**src/rtl/fib_arbiter.sv**
```systemverilog
// fib_arbiter: round-robin front end sharing one iterative Fibonacci datapath
// among NUM_REQ requesters. One job in flight; result returned on a single
// tagged response channel with an overflow flag.
module fib_arbiter #(
  parameter int unsigned NUM_REQ  = 4,
  parameter int unsigned ID_WIDTH = 2,
  parameter int unsigned N_WIDTH  = 6,
  parameter int unsigned WIDTH    = 32
) (
  input  logic                       clk,
  input  logic                       reset,
  input  logic [NUM_REQ-1:0]         req_valid,
  input  logic [NUM_REQ*N_WIDTH-1:0] req_n,
  output logic [NUM_REQ-1:0]         req_ready,
  output logic                       rsp_valid,
  input  logic                       rsp_ready,
  output logic [ID_WIDTH-1:0]        rsp_id,
  output logic [WIDTH-1:0]           rsp_data,
  output logic                       rsp_ovf,
  output logic                       busy
);

  // Width of an index into the requester vector.
  localparam int unsigned SEL_W = (NUM_REQ > 1) ? $clog2(NUM_REQ) : 1;

  typedef enum logic [1:0] {
    ST_IDLE    = 2'd0,
    ST_COMPUTE = 2'd1,
    ST_RESP    = 2'd2
  } state_t;

  state_t              r_state;
  state_t              w_state_nxt;

  logic [SEL_W-1:0]    r_rr_ptr;
  logic [N_WIDTH-1:0]  r_cnt;
  logic [ID_WIDTH-1:0] r_id;
  logic [WIDTH-1:0]    r_a;
  logic [WIDTH-1:0]    r_b;
  logic                r_ca;
  logic                r_cb;
  logic                r_rsp_valid;
  logic [ID_WIDTH-1:0] r_rsp_id;
  logic [WIDTH-1:0]    r_rsp_data;
  logic                r_rsp_ovf;

  logic                w_found;
  logic [SEL_W-1:0]    w_winner;
  logic [SEL_W-1:0]    w_rr_ptr_nxt;
  logic [N_WIDTH-1:0]  w_n_arr [NUM_REQ];
  logic [WIDTH:0]      w_sum;
  logic                w_accept;
  logic                w_step;
  logic                w_finish;
  logic                w_release;

  // Split the flat index bus into one field per requester.
  for (genvar g = 0; g < NUM_REQ; g++) begin : g_split
    assign w_n_arr[g] = req_n[g*N_WIDTH +: N_WIDTH];
  end

  // Round-robin search: first valid requester at or after rr_ptr, with wrap.
  always_comb begin : arb_search
    int unsigned idx;
    w_found  = 1'b0;
    w_winner = '0;
    idx      = 0;
    for (int unsigned k = 0; k < NUM_REQ; k++) begin
      idx = (32'(r_rr_ptr) + k) % NUM_REQ;
      if (!w_found && req_valid[SEL_W'(idx)]) begin
        w_found  = 1'b1;
        w_winner = SEL_W'(idx);
      end
    end
  end

  // Pointer moves to the requester just after the winner.
  assign w_rr_ptr_nxt = (w_winner == SEL_W'(NUM_REQ - 1)) ? '0 : w_winner + SEL_W'(1);

  // One addition per cycle; the extra bit is the carry out of the WIDTH-bit add.
  assign w_sum = (WIDTH+1)'(r_a) + (WIDTH+1)'(r_b);

  // State register.
  always_ff @(posedge clk or posedge reset) begin
    if (reset) begin
      r_state <= ST_IDLE;
    end else begin
      r_state <= w_state_nxt;
    end
  end

  // Next-state, grant and datapath strobes.
  always_comb begin
    w_state_nxt = r_state;
    req_ready   = '0;
    w_accept    = 1'b0;
    w_step      = 1'b0;
    w_finish    = 1'b0;
    w_release   = 1'b0;
    case (r_state)
      ST_IDLE: begin
        // Grant is suppressed while reset is held so nothing is offered.
        if (w_found && !reset) begin
          req_ready   = NUM_REQ'(1) << w_winner;
          w_accept    = 1'b1;
          w_state_nxt = ST_COMPUTE;
        end
      end
      ST_COMPUTE: begin
        if (r_cnt != '0) begin
          w_step = 1'b1;
        end else begin
          w_finish    = 1'b1;
          w_state_nxt = ST_RESP;
        end
      end
      ST_RESP: begin
        if (r_rsp_valid && rsp_ready) begin
          w_release   = 1'b1;
          w_state_nxt = ST_IDLE;
        end
      end
      default: begin
        w_state_nxt = ST_IDLE;
      end
    endcase
  end

  // Arbitration pointer advances only on an accepted request.
  always_ff @(posedge clk or posedge reset) begin
    if (reset) begin
      r_rr_ptr <= '0;
    end else if (w_accept) begin
      r_rr_ptr <= w_rr_ptr_nxt;
    end
  end

  // Job capture and iteration: (a,b) walk the sequence, (ca,cb) track
  // whether each of them has ever exceeded WIDTH bits.
  always_ff @(posedge clk or posedge reset) begin
    if (reset) begin
      r_cnt <= '0;
      r_id  <= '0;
      r_a   <= '0;
      r_b   <= '0;
      r_ca  <= 1'b0;
      r_cb  <= 1'b0;
    end else if (w_accept) begin
      r_cnt <= w_n_arr[w_winner];
      r_id  <= ID_WIDTH'(w_winner);
      r_a   <= '0;
      r_b   <= WIDTH'(1);
      r_ca  <= 1'b0;
      r_cb  <= 1'b0;
    end else if (w_step) begin
      r_a   <= r_b;
      r_b   <= w_sum[WIDTH-1:0];
      r_ca  <= r_cb;
      r_cb  <= r_ca | r_cb | w_sum[WIDTH];
      r_cnt <= r_cnt - N_WIDTH'(1);
    end
  end

  // Response registers: loaded when the count runs out, held until taken.
  always_ff @(posedge clk or posedge reset) begin
    if (reset) begin
      r_rsp_valid <= 1'b0;
      r_rsp_id    <= '0;
      r_rsp_data  <= '0;
      r_rsp_ovf   <= 1'b0;
    end else if (w_finish) begin
      r_rsp_valid <= 1'b1;
      r_rsp_id    <= r_id;
      r_rsp_data  <= r_a;
      r_rsp_ovf   <= r_ca;
    end else if (w_release) begin
      r_rsp_valid <= 1'b0;
    end
  end

  assign rsp_valid = r_rsp_valid;
  assign rsp_id    = r_rsp_id;
  assign rsp_data  = r_rsp_data;
  assign rsp_ovf   = r_rsp_ovf;
  assign busy      = (r_state != ST_IDLE);

endmodule

```
**config.mk**
```make
export PLATFORM = sky130hd
export DESIGN_NAME = fib_arbiter
export DESIGN_NICKNAME = d
export VERILOG_FILES = /design/src/rtl/fib_arbiter.sv
export SDC_FILE = /design/constraint.sdc
export NUM_CORES = 1
export LEC_CHECK = 0
export CAP_MARGIN = 10
export CORE_MARGIN = 10
export CORE_UTILIZATION = 57
export DETAILED_ROUTE_END_ITERATION = 8
export PLACE_DENSITY = 0.85
export SLEW_MARGIN = 20
export SYNTH_ARGS = -nofsm -noshare
export SYNTH_HDL_FRONTEND = slang
export SYNTH_SLANG_ARGS = --single-unit
```
**constraint.sdc**
```tcl
create_clock -name clk -period 4.7 [get_ports clk]
set_clock_uncertainty 0.1 [all_clocks]
set_input_delay 0.94 -clock clk [delete_from_list [all_inputs] [get_ports clk]]
set_output_delay 0.94 -clock clk [all_outputs]
set_load 0.01 [all_outputs]
```
# After elaboration in Yosys (flattened, before gate mapping)
# Cells that the tools add are included.
[word_totals]
elab_cells = 94
regBits = 114
[op_classes]
bitwise_logic = 3
n_addsub = 6
order_cmp = 5
n_eq_ne = 6
n_reduce_logical = 15
n_shift = 1
mux = 46
[ops]
columns = ["cell", "n"]
rows = [
  ["$mux W32", 4],
  ["$add A32 B32 Y33", 1],
  ["$mux W6", 4],
  ["$mux W1", 22],
  ["$mux W2", 8],
  ["$bmux W6 S2", 1],
  ["$lt A2 B3 Y1 const B", 4],
  ["$bmux W1 S2", 4],
  ["$mux W4", 2],
  ["$ne A2 B2 Y1 const B", 3],
  ["$pmux W2 S3", 1],
  ["$reduce_bool A2 Y1", 3],
  ["$reduce_bool A6 Y1", 1],
  ["$sub A6 B1 Y6 const B", 1],
  ["$logic_and A1 B1 Y1", 5],
  ["$add A2 B1 Y2 const B", 2],
  ["$add A2 B2 Y2 const B", 2],
  ["$eq A2 B2 Y1 const B", 2],
  ["$logic_not A1 Y1", 4],
  ["$shl A1 B2 Y4 const A", 1],
  ["$ge A3 B3 Y1 const B", 1],
  ["$not A2 Y3", 1],
  ["$reduce_and A3 Y1", 1],
  ["$eq A2 B1 Y1 const B", 1],
  ["other kinds (2)", 3],
]

# Logic depth before layout (Yosys ltp)
[depth]
ltp_word = 17
depth_mapped = 10
mapped_depth_nobuf = 9

# Worst setup path before layout
# No wires, ideal clock.
[synth_timing]
kind = "input to output"
startpoint = "in req_valid[1]"
endpoint = "out req_ready[0]"
setup_slack_ns = 1.283
n_path_buf = 1
arrival_ns = 2.377
required_ns = 3.660
cell_stages = 7
cell_sequence = "nand2b_1 -> a21oi_1 -> nor4_1 -> clkbuf_1 -> inv_1 -> ha_1 -> and2_1"
[synth_via]
elab_chain_len = 15
word_cells_on_any_way = 26
classes_between = "shift (1); mux (18); reduce/logical (7)"
[synth_rtl]
columns = ["element", "line", "rtl"]
rows = [
  ["start: declaration", "12", "input logic [NUM_REQ-1:0] req_valid,"],
  ["$bmux W1 S2", "70", "if (!w_found && req_valid[SEL_W'(idx)]) begin"],
  ["$mux W1 (implied by the code)", "70", ""],
  ["$mux W1", "70", ""],
  ["$logic_not A1 Y1", "70", ""],
  ["$logic_and A1 B1 Y1", "70", ""],
  ["$mux W1", "70", ""],
  ["$logic_not A1 Y1", "70", ""],
  ["$logic_and A1 B1 Y1", "70", ""],
  ["$mux W1", "70", ""],
  ["$logic_not A1 Y1", "70", ""],
  ["$logic_and A1 B1 Y1", "70", ""],
  ["$mux W2 *", "70", ""],
  ["named net w_winner[0]", "48", "logic [SEL_W-1:0] w_winner;"],
  ["$shl A1 B2 Y4 *", "104", "req_ready = NUM_REQ'(1) << w_winner;"],
  ["$mux W4 *", "103", "if (w_found && !reset) begin"],
  ["$mux W4 *", "100", "case (r_state)"],
  ["end: declaration", "14", "output logic [NUM_REQ-1:0] req_ready,"],
]
# Mark *: on every way through the listed nets, which the timed path passes. The rest lies on a longest branch. The select of a mux whose other input is x is not followed.

# Final worst setup path
[layout_timing]
startpoint = "in req_valid[2]"
endpoint = "out req_ready[2]"
[layout_via]
elab_chain_len = 15
word_cells_on_any_way = 26
classes_between = "shift (1); mux (18); reduce/logical (7)"
[layout_rtl]
columns = ["element", "line"]
rows = [
  ["$bmux W1 S2", "70"],
  ["$mux W1 (implied by the code)", "70"],
  ["$mux W1", "70"],
  ["$logic_not A1 Y1", "70"],
  ["$logic_and A1 B1 Y1", "70"],
  ["$mux W1", "70"],
  ["$logic_not A1 Y1", "70"],
  ["$logic_and A1 B1 Y1", "70"],
  ["$mux W1", "70"],
  ["$logic_not A1 Y1", "70"],
  ["$logic_and A1 B1 Y1", "70"],
  ["$mux W2 or $mux W1 (tied branches)", "70"],
  ["$shl A1 B2 Y4 or $logic_and A1 B1 Y1 (tied branches)", "104, 103"],
  ["$mux W4 *", "103"],
  ["$mux W4 *", "100"],
]
# Mark *: on every way between the ends. The rest lies on a longest branch, timed or not. The select of a mux whose other input is x is not followed.

==> impl_metrics.yaml <==
synth:
  yosys_register_bits: 114
  synth_mux_area_share_pct: 8.25
  synth_top_family_by_area: "compound AO/OA/AOI/OAI gates"
  synth_xor_area_share_pct: 3.01
  synthCells: 722
  async_reset_ff_share_pct: 100
  synth_cell_types: 61
  synthSimpleGateAreaFrac_pct: 17.3
  synth_adder_area_share_pct: 7.41
  ys_top_cells_by_area: "dfrtp_1 (43%), ha_1 (7.1%), mux2_2 (6.9%), nand2_1 (6.9%), a21oi_1 (5.6%)"
  synth-edff-count: 0
  synth.top_cells.by_count: "nand2_1 (122), dfrtp_1 (114), a21oi_1 (75)"
  yosysMostFrequentCell: "nand2_1"
  synth_top_cell_area_share_pct: 42.7
  yosys.area.top_type: "dfrtp_1"
  synth_ff_type: "dfrtp_1"
  synth_compound_area_share_pct: 17.4
  yosys_warnings: 0
  avgSynthCellArea_um2: 9.26
  syn-num-nets: 792
  syn_area_um2: 6690
  ys_seq_area_share_pct: 42.7
clocking:
  numCtsBuffers: 17
  cts_tree: "done"
  cts-root-buf: "clkbuf_16"
  cts_setup_buffers: 0
  clockBufferDepth: 2
  cts_resized: 0
  clk_pin_slew_worst_paths_ns: 0.06
  clk_latency_ns: 0.42
  ctsHoldBuffers: 0
  numClockSinks: 114
  htreeDepth: 4
timing:
  min_period_ns: 4.21
  fin_ws_ns: 0.495
  rsz0062_at_grt: "false"
  setup_violations: 0
  max_clock_freq_mhz: 238
  setup_tns_ns: 0
  finalHoldViolCount: 0
  post-route-period-util_pct: 89.5
  relSlewSlack_pct: 41.8
  tightest_slew_ns: 0.872
  slew_viol_final: 0
drt:
  viasPerCell: 6.06
  routed_wirelength_um: 15600
  ant_nets: 0
  firstDrtPassIters: 5
  wire_per_inst_um: 16.8
  vias: 5653
  drtIter0Drc: 437
  drc: 0
floorplan:
  core_um2: 11500
  rows: 39
  die_area_um2: 16500
  die_y_um: 128
  start_util_pct: 58.3
  die_x_um: 128
  ios: 72
grt:
  grt_max_degree: 68
  use_met3_pct: 7.40
  grt_pass1_wl_um: 26800
  grt_overflow: 0
  grt_usage_pct: 19.4
  grt_pass1_vias: 5736
  grt.busiest_layer: "met2"
  grt_util_met1_pct: 23.6
  grtUsageMet2_pct: 31.3
  antenna_found_initial: 0
power_and_ir_drop:
  swShare_pct: 43.9
  seqPwrFrac_pct: 25.4
  pwr-share-comb_pct: 57.7
  switchingPower_mw: 3.19
  p_per_area_nw_per_um2: 901
  p_int_mw: 4.08
  leakagePower_nw: 3.53
  ir_worst_vdd_mv: 0.543
  pwr-share-clk_pct: 16.9
min_path:
  min_path_cells: 2
  hold_end: "r_id[1]"
  hp-start: "r_id[1]"
  hp-class: "reg2reg"
finish:
  drive_above_1_share_pct: 12.3
  nets: 847
  final_util_pct: 70.4
  fillerInstances: 814
  diodes: 0
  syn2layout_area_growth_pct: 20.8
place:
  port_buffers: 71
  gp_congestion: 0.927
  dp_hpwl_um: 10900
  pre_cts_slack_ns: 0.484
worst_setup_path:
  end_kind: "primary output"
  r2r-end: "r_b[30]"
  reg2reg_depth: 9
  reg2reg_slack_ns: 1.78
  crit_type: "in2out"
  r2r-start: "r_a[0]"
  crit_required_ns: 3.66
  critical_path_peak_fanout: 15
  startpoint_type: "primary input"
  worstPathArrival_ns: 3.17
run_status:
  status: "finished, final reports clean"
flow_run:
  max-cap-violations: 0
area by class of cell:
cell class	count	area (µm²)	share of cell area [%]
inverter	18	70.1	0.868
clock inverter	15	144	1.78
tap	143	179	2.22
clock buffer	17	425	5.27
timing repair buffer	84	816	10.1
sequential	114	2850	35.3
multi-input combinational	542	3590	44.4
state kept, by name, indices dropped and copies added, names as in the netlist:
signal,flops
r_id,2
rsp_valid,1
r_a,32
r_state,2
rsp_ovf,1
rsp_id,2
r_b,32
r_rr_ptr,2
rsp_data,32
r_cnt,6
r_cb,1
r_ca,1
logic make-up (layout without fill, tap and decap cells):
group | Yosys count | count (layout)
compound gates | 184 | 184
fa+ha+maj | 39 | 39
buf+inv | 66 | 134
mux | 50 | 50
flops | 114 | 114
xor+xnor | 23 | 23
simple gates | 246 | 246
worst max-delay path by stage:
| stage | cells after the start | to | slack (ns) | startpoint |
|---|---|---|---|---|
| finish | 8 | req_ready[2] | 0.49 | req_valid[2] |
| global route | 8 | req_ready[2] | 0.36 | req_valid[2] |
| CTS | 8 | req_ready[2] | 0.49 | req_valid[0] |
| detailed placement | 8 | req_ready[2] | 0.48 | req_valid[0] |
| global placement | 8 | req_ready[0] | 0.58 | req_valid[3] |
| floorplan | 1 | r_a[0] | 0.64 | reset |
cells in the final DEF (no fill, tap or decap), drive strengths merged, types with 11 or more instances in the layout:
cell             n
a21oi           75
buf             13
clkbuf          17
clkdlybuf4s50   71
dfrtp          114
ha              38
inv             18
mux2            41
nand2          122
nand3           33
nand4           12
nor2            25
o21ai           33
xnor2           11
xor2            12
power groups by stage:
| stage | sequential [mW] | clock [mW] | combinational, mW |
|---|---|---|---|
| global route | 1.91 | 1.29 | 4.68 |
| finish | 1.85 | 1.23 | 4.20 |
| CTS | 1.85 | 1.25 | 4.13 |
| global placement | 1.83 | 0 | 3.90 |
| detailed placement | 1.86 | 0 | 4.08 |
| floorplan | 1.82 | 0 | 3.07 |
critical path: stages:
cell             delay [ns]
clkdlybuf4s50_1        0.46
nor4_1                 0.56
nor4_2                 0.11
buf_4                  0.21
inv_1                  0.09
ha_1                   0.14
and2_1                 0.11
clkdlybuf4s50_1        0.54
per-layer routing:
metal | vias up | share of wire, %
met3 | 24 | 7.6
met5 | - | 0
met1 | 2743 | 43
met4 | 0 | 1.1
met2 | 196 | 48
li1 | 2690 | -
metrics by stage:
stage	instances	area, µm²	total power, mW	hold WS [ns]
after global placement	900	7490	5.73	0.358
after CTS	932	8060	7.23	0.386
final	933	8070	7.28	0.385
after global routing	933	8070	7.88	0.403
after detailed placement	900	7490	5.94	0.370
after floorplan	722	6690	4.89	0.344
Power figures use the tool's default switching activity.
==> edit 1, RTL diff (config.mk and constraints unchanged) <==
`NUM_REQ`: 4 -> 2.
--- a/src/rtl/fib_arbiter.sv
+++ b/src/rtl/fib_arbiter.sv
@@ -2,7 +2,7 @@
 // among NUM_REQ requesters. One job in flight; result returned on a single
 // tagged response channel with an overflow flag.
 module fib_arbiter #(
-  parameter int unsigned NUM_REQ  = 4,
+  parameter int unsigned NUM_REQ  = 2,
   parameter int unsigned ID_WIDTH = 2,
   parameter int unsigned N_WIDTH  = 6,
   parameter int unsigned WIDTH    = 32
Ports: changed (resized req_n, req_ready and req_valid); port bits go from 72 to 56. No check against the original RTL was run, so the function may have changed too.
==> edit 1 against the original RTL <==
  * Combinational power shrank 20%
  * Sequential cell count shrank 3
  * Wire length shrank 8.7%
  * Cell area shrank 12%
  * Worst setup slack gained 0.20 ns
  * Area after synthesis shrank 5.9%
  * Power shrank 21%
  * Largest cell class unchanged
==> edit 1: results (changes against the original RTL) <==
global_routing:
  grt_pass1_wl_um: 24800  # -7.6%
  gr-usage-all-layers: 0.183  # -0.0110
  grt_pass1_vias: 5368  # -6.4%
  grt_max_degree: 64  # -5.9%
critical_path:
  cp_slowest_cell: "clkdlybuf4s50_1"
  critPathMaxStageDelay_ns: 0.60  # +0.04 ns
  startpoint: "reset"
  crit_arrival_ns: 2.97  # -0.20 ns
  r2r_setup_slack_ns: 1.45  # -0.33 ns
  setup.worst_path.end: "req_ready[0]"
  r2r_end: "r_b[28]$_DFFE_PP0P_"
  path_max_fanout: 9  # -6
clock_network:
  cts_root_buffer: "clkbuf_8"
  cts_buffers: 9  # -8
  path_clk_slew_ns: 0.10  # +0.04 ns
  clk_latency_ns: 0.38  # -0.04 ns
  htree_levels: 3  # -1
yosys:
  yosysSeqAreaShare: 0.441  # +0.0147
  synth_fp_nets: 706  # -11%
  synth.avg_cell_area_um2: 9.62  # +3.9%
  yosys-top-cells-count: "dfrtp_1 (111), nand2_1 (102), nand3_1 (59)"
  ys_types: 69  # +13%
  ys.flop_type: "dfrtp_1"
  ys_top_cells_by_area: "dfrtp_1 (44%), ha_1 (6.8%), nand2_1 (6.1%)"
timing:
  setup_slack_ns: 0.690  # +0.195 ns
  maxSlewHeadroom: 0.481  # +0.0629
detailed_routing:
  routed_wl_um: 14300  # -8.7%
  viasPerCell: 6.17  # +1.8%
  drt-met1-wl_um: 6260  # -6.5%
  dr_wl_met2_um: 6900  # -8.9%
  wl_per_cell_um: 17.0  # +1.4%
  wl_met3_um: 808  # -32%
  drt_iter0_markers: 456  # +4.3%
power:
  p_leak_nw: 3.31  # -6.3%
  vdd_drop_max_uv: 435  # -20%
final_layout:
  drive_gt1_frac: 0.119  # -0.00421
  nets: 747  # -12%
run_status:
  outcome: "finished clean"
placed_design:
  routabilityCongestion: 0.891  # -3.8%
  hpwl_um: 10200  # -6.4%
  place_inst: 823  # -8.6%
  port_buffers: 54  # -24%
hold_path:
  min_path_cells: 1  # -1
  hp-class: "register to register"
==> edit 1: cells by family (layout without fill, tap and decap cells) <==
family | Yosys count | in the layout | share of synthesized area
compound gates | 167 | 167 | 0.181
xor+xnor | 17 | 17 | 0.0237
fa+ha+maj | 35 | 35 | 0.0708
buf+inv | 50 | 96 | 0.0394
flops | 111 | 111 | 0.441
mux | 36 | 36 | 0.0640
other cells | 1 | 1 | 0.000596
simple gates | 237 | 237 | 0.179
==> edit 1: layout make-up <==
cell class / count / area (um^2)
fill: 859 / 3710
multi-input combinational: 493 / 3280
sequential: 111 / 2780
timing repair buffer: 65 / 631
tap: 140 / 175
clock buffer: 11 / 141
clock inverter: 5 / 63.8
inverter: 15 / 58.8
==> edit 1: worst min-delay path by stage <==
stage	end	from
detailed placement	r_rr_ptr$_DFFE_PP0P_	r_rr_ptr$_DFFE_PP0P_
global placement	r_rr_ptr$_DFFE_PP0P_	r_rr_ptr$_DFFE_PP0P_
CTS	r_rr_ptr$_DFFE_PP0P_	r_rr_ptr$_DFFE_PP0P_
global route	rsp_data[14]$_DFFE_PP0P_	rsp_data[14]$_DFFE_PP0P_
finish	r_id[0]$_DFFE_PP0P_	r_id[0]$_DFFE_PP0P_
floorplan	r_id[0]$_DFFE_PP0P_	r_id[0]$_DFFE_PP0P_
==> edit 1: worst max-delay path, delay by kind of cell <==
family / cells / cell delay, ns
buf+inv: 2 / 1.09
simple gates: 2 / 0.72
compound gates: 1 / 0.21
==> edit 1: where the power goes <==
group          switching [mW]  leakage, nW  total, mW  internal (mW)
Combinational            1.91         1.81       3.37           1.47
Sequential              0.335         1.40       1.75           1.42
Clock                   0.329        0.101      0.595          0.266
Total                    2.57         3.31       5.72           3.15
==> edit 1: metrics by stage <==
step	instance area, um^2	power (mW)
finish	7130	5.72
global route	7130	6.25
CTS	7110	5.71
detailed placement	6910	5.11
global placement	6910	4.95
floorplan	6290	4.25
==> edit 1: metal layers <==
layer,vias to the layer above,track usage
li1,2462,-
met5,-,0
met1,2537,0.225
met2,156,0.305
met4,0,0.0806
met3,24,0.0363
==> edit 2, RTL diff (same settings) <==
Made on the original files. Make the reset (`reset`) synchronous in 4 clocked blocks.
--- a/src/rtl/fib_arbiter.sv
+++ b/src/rtl/fib_arbiter.sv
@@ -81,7 +81,7 @@
   assign w_sum = (WIDTH+1)'(r_a) + (WIDTH+1)'(r_b);
 
   // State register.
-  always_ff @(posedge clk or posedge reset) begin
+  always_ff @(posedge clk) begin
     if (reset) begin
       r_state <= ST_IDLE;
     end else begin
@@ -127,7 +127,7 @@
   end
 
   // Arbitration pointer advances only on an accepted request.
-  always_ff @(posedge clk or posedge reset) begin
+  always_ff @(posedge clk) begin
     if (reset) begin
       r_rr_ptr <= '0;
     end else if (w_accept) begin
@@ -137,7 +137,7 @@
 
   // Job capture and iteration: (a,b) walk the sequence, (ca,cb) track
   // whether each of them has ever exceeded WIDTH bits.
-  always_ff @(posedge clk or posedge reset) begin
+  always_ff @(posedge clk) begin
     if (reset) begin
       r_cnt <= '0;
       r_id  <= '0;
@@ -162,7 +162,7 @@
   end
 
   // Response registers: loaded when the count runs out, held until taken.
-  always_ff @(posedge clk or posedge reset) begin
+  always_ff @(posedge clk) begin
     if (reset) begin
       r_rsp_valid <= 1'b0;
       r_rsp_id    <= '0;
Formal check against the unedited RTL: differs if reset is asserted again (counterexample within 4 cycles, from zero or initial values and one cycle with reset high); with reset held inactive, the same outputs for 4 cycles.
==> edit 2 against the original RTL <==
  * Synthesized cell count up 5.0%
  * Worst setup slack worse by 0.21 ns
  * Sequential cell count unchanged
  * Critical path depth up 1
  * Area after synthesis down 11%
  * Wire length down 0.51%
  * Cell area down 8.6%
  * Largest cell class unchanged
Power is not compared: it rests on default switching activity, and its combinational part moved more than twofold at a synthesized area within 25%.
==> edit 2: results (changes against the original RTL) <==
placed_design:
  port_buffers: 71  # unchanged
  hpwl_um: 10500  # -3.6%
  place_inst: 940  # +4.4%
  pre_cts_slack_ns: 0.321  # -0.163 ns
  routabilityCongestion: 0.914  # -1.3%
final_layout:
  drive_gt1_frac: 0.0647  # -0.0581
  antenna_cells: 0  # unchanged
  nFillCells: 782  # -3.9%
  fin_cells: 971  # +4.1%
  nets: 893  # +5.4%
yosys:
  yosys-top-cells-count: "nand2_1 (207), a21oi_1 (119), dfxtp_1 (114)"
  ys_top_cells_by_area: "dfxtp_1 (39%), nand2_1 (13%), a21oi_1 (10%)"
  synthArstFlopShare: 0  # -1.00
  ys_ff_latch: 114  # unchanged
  syn_inst: 758  # +5.0%
  ys_types: 53  # -13%
  synth_fp_nets: 828  # +4.5%
  yosysSeqAreaShare: 0.386  # -0.0411
  ys.warnings.count: 0  # unchanged
global_routing:
  grt_pass1_wl_um: 26000  # -3.2%
  grt_max_degree: 52  # -24%
  gr-usage-all-layers: 0.212  # +0.0178
  antenna_found_initial: 0  # unchanged
  grt_pass1_vias: 5565  # -3.0%
clock_network:
  cts_buffers: 17  # unchanged
  clock_path_buffers: 2  # unchanged
  ctsResizeCount: 0  # unchanged
  htree_levels: 4  # unchanged
  cts_root_buffer: "clkbuf_8"
  postCtsSetupRepairBufs: 0  # unchanged
  path_clk_slew_ns: 0.06  # about the same
  clk_latency_ns: 0.53  # +0.11 ns
power:
  p_leak_nw: 2.89
  vdd_drop_max_uv: 245
hold_path:
  hp-class: "register to register"
detailed_routing:
  drt-met1-wl_um: 6660  # -0.55%
  top_layer: "met4"
  num_vias: 5699  # +0.81%
  routed_wl_um: 15600  # -0.51%
  dr_wl_met2_um: 7370  # -2.8%
  first_pass_iters: 5  # unchanged
  wl_met3_um: 1230  # +3.1%
  drt_iter0_markers: 431  # -1.4%
run_status:
  outcome: "finished clean"
timing:
  maxSlewHeadroom: 0.483  # +0.0646
  finalSetupTns_ns: 0  # unchanged
critical_path:
  path_max_fanout: 4  # -11
  crit_arrival_ns: 3.38  # +0.21 ns
==> edit 2: cell count changes after synthesis, sizes merged, moves of 8 or more <==
cell,unedited run,this run
buf,19,7
dfrtp,114,0
a211oi,5,13
nor2,25,33
dfxtp,0,114
a21oi,75,119
nand2,122,207
nand3,33,15
mux2,41,0
o21ai,33,17
nand4,12,3
==> edit 2: logic make-up (layout without fill, tap and decap cells) <==
family                     count (synthesis)  in the layout  synth area share
and+or+nand+nor                          310            310             0.224
AOI/OAI and AO/OA                        209            209             0.216
DFF                                      114            114             0.386
buffers and inverters                     48            125            0.0315
adders and majority gates                 39             39            0.0837
xor gates and xnor gates                  25             25            0.0370
muxes                                     13             13            0.0220
==> edit 2: layout make-up <==
cell class | instances | share of cell area
multi-input combinational | 596 | 0.469
sequential | 114 | 0.309
timing repair buffer | 83 | 0.108
clock buffer | 22 | 0.0641
tap | 136 | 0.0231
clock inverter | 9 | 0.0207
inverter | 11 | 0.00560
==> edit 2: worst paths after layout <==
| check | start | slack, ns | endpoint | cells past startpoint |
|---|---|---|---|---|
| worst max-delay path | req_valid[3] | 0.28 | req_ready[2] | 9 |
| worst min-delay path | rsp_data[2]$_SDFFE_PP0P_ | 0.35 | rsp_data[2]$_SDFFE_PP0P_ | 2 |
| worst max register to register | r_a[0]$_SDFFE_PP0P_ | 1.34 | r_b[28]$_SDFFE_PP0P_ | 10 |
| worst min register to register | rsp_data[2]$_SDFFE_PP0P_ | 0.35 | rsp_data[2]$_SDFFE_PP0P_ | 2 |
==> edit 2: layer usage <==
layer,global-route usage,vias up
met5,0,-
met4,0.0835,0
met3,0.0574,37
met2,0.357,246
met1,0.251,2642
li1,-,2774
==> edit 2: power breakdown <==
part	switching [mW]	total, mW	internal (mW)
sequential	0.0391	1.05	1.01
clock	0.444	1.36	0.912
combinational	0.337	0.521	0.184
total	0.820	2.92	2.10
==> edit 2: critical path: stages <==
cell and delay (ns):
clkdlybuf4s50_1 0.51, inv_1 0.09, a221o_1 0.37, a32oi_1 0.25, nor2b_1 0.31, inv_1 0.11, ha_1 0.20, and2_1 0.13
clkdlybuf4s50_1 0.47
==> edit 2: through the flow <==
stage / util / total power, mW / instance area (um^2) / hold WS [ns]
3_5_place_dp: 0.660 / 1.57 / 6750 / 0.348
5_1_grt: 0.721 / 3.04 / 7380 / 0.379
4_1_cts: 0.721 / 2.94 / 7380 / 0.356
2_1_floorplan: - / 1.41 / 5920 / 0.332
6_report: 0.721 / 2.92 / 7380 / 0.351
3_3_place_gp: 0.660 / 1.55 / 6750 / 0.336
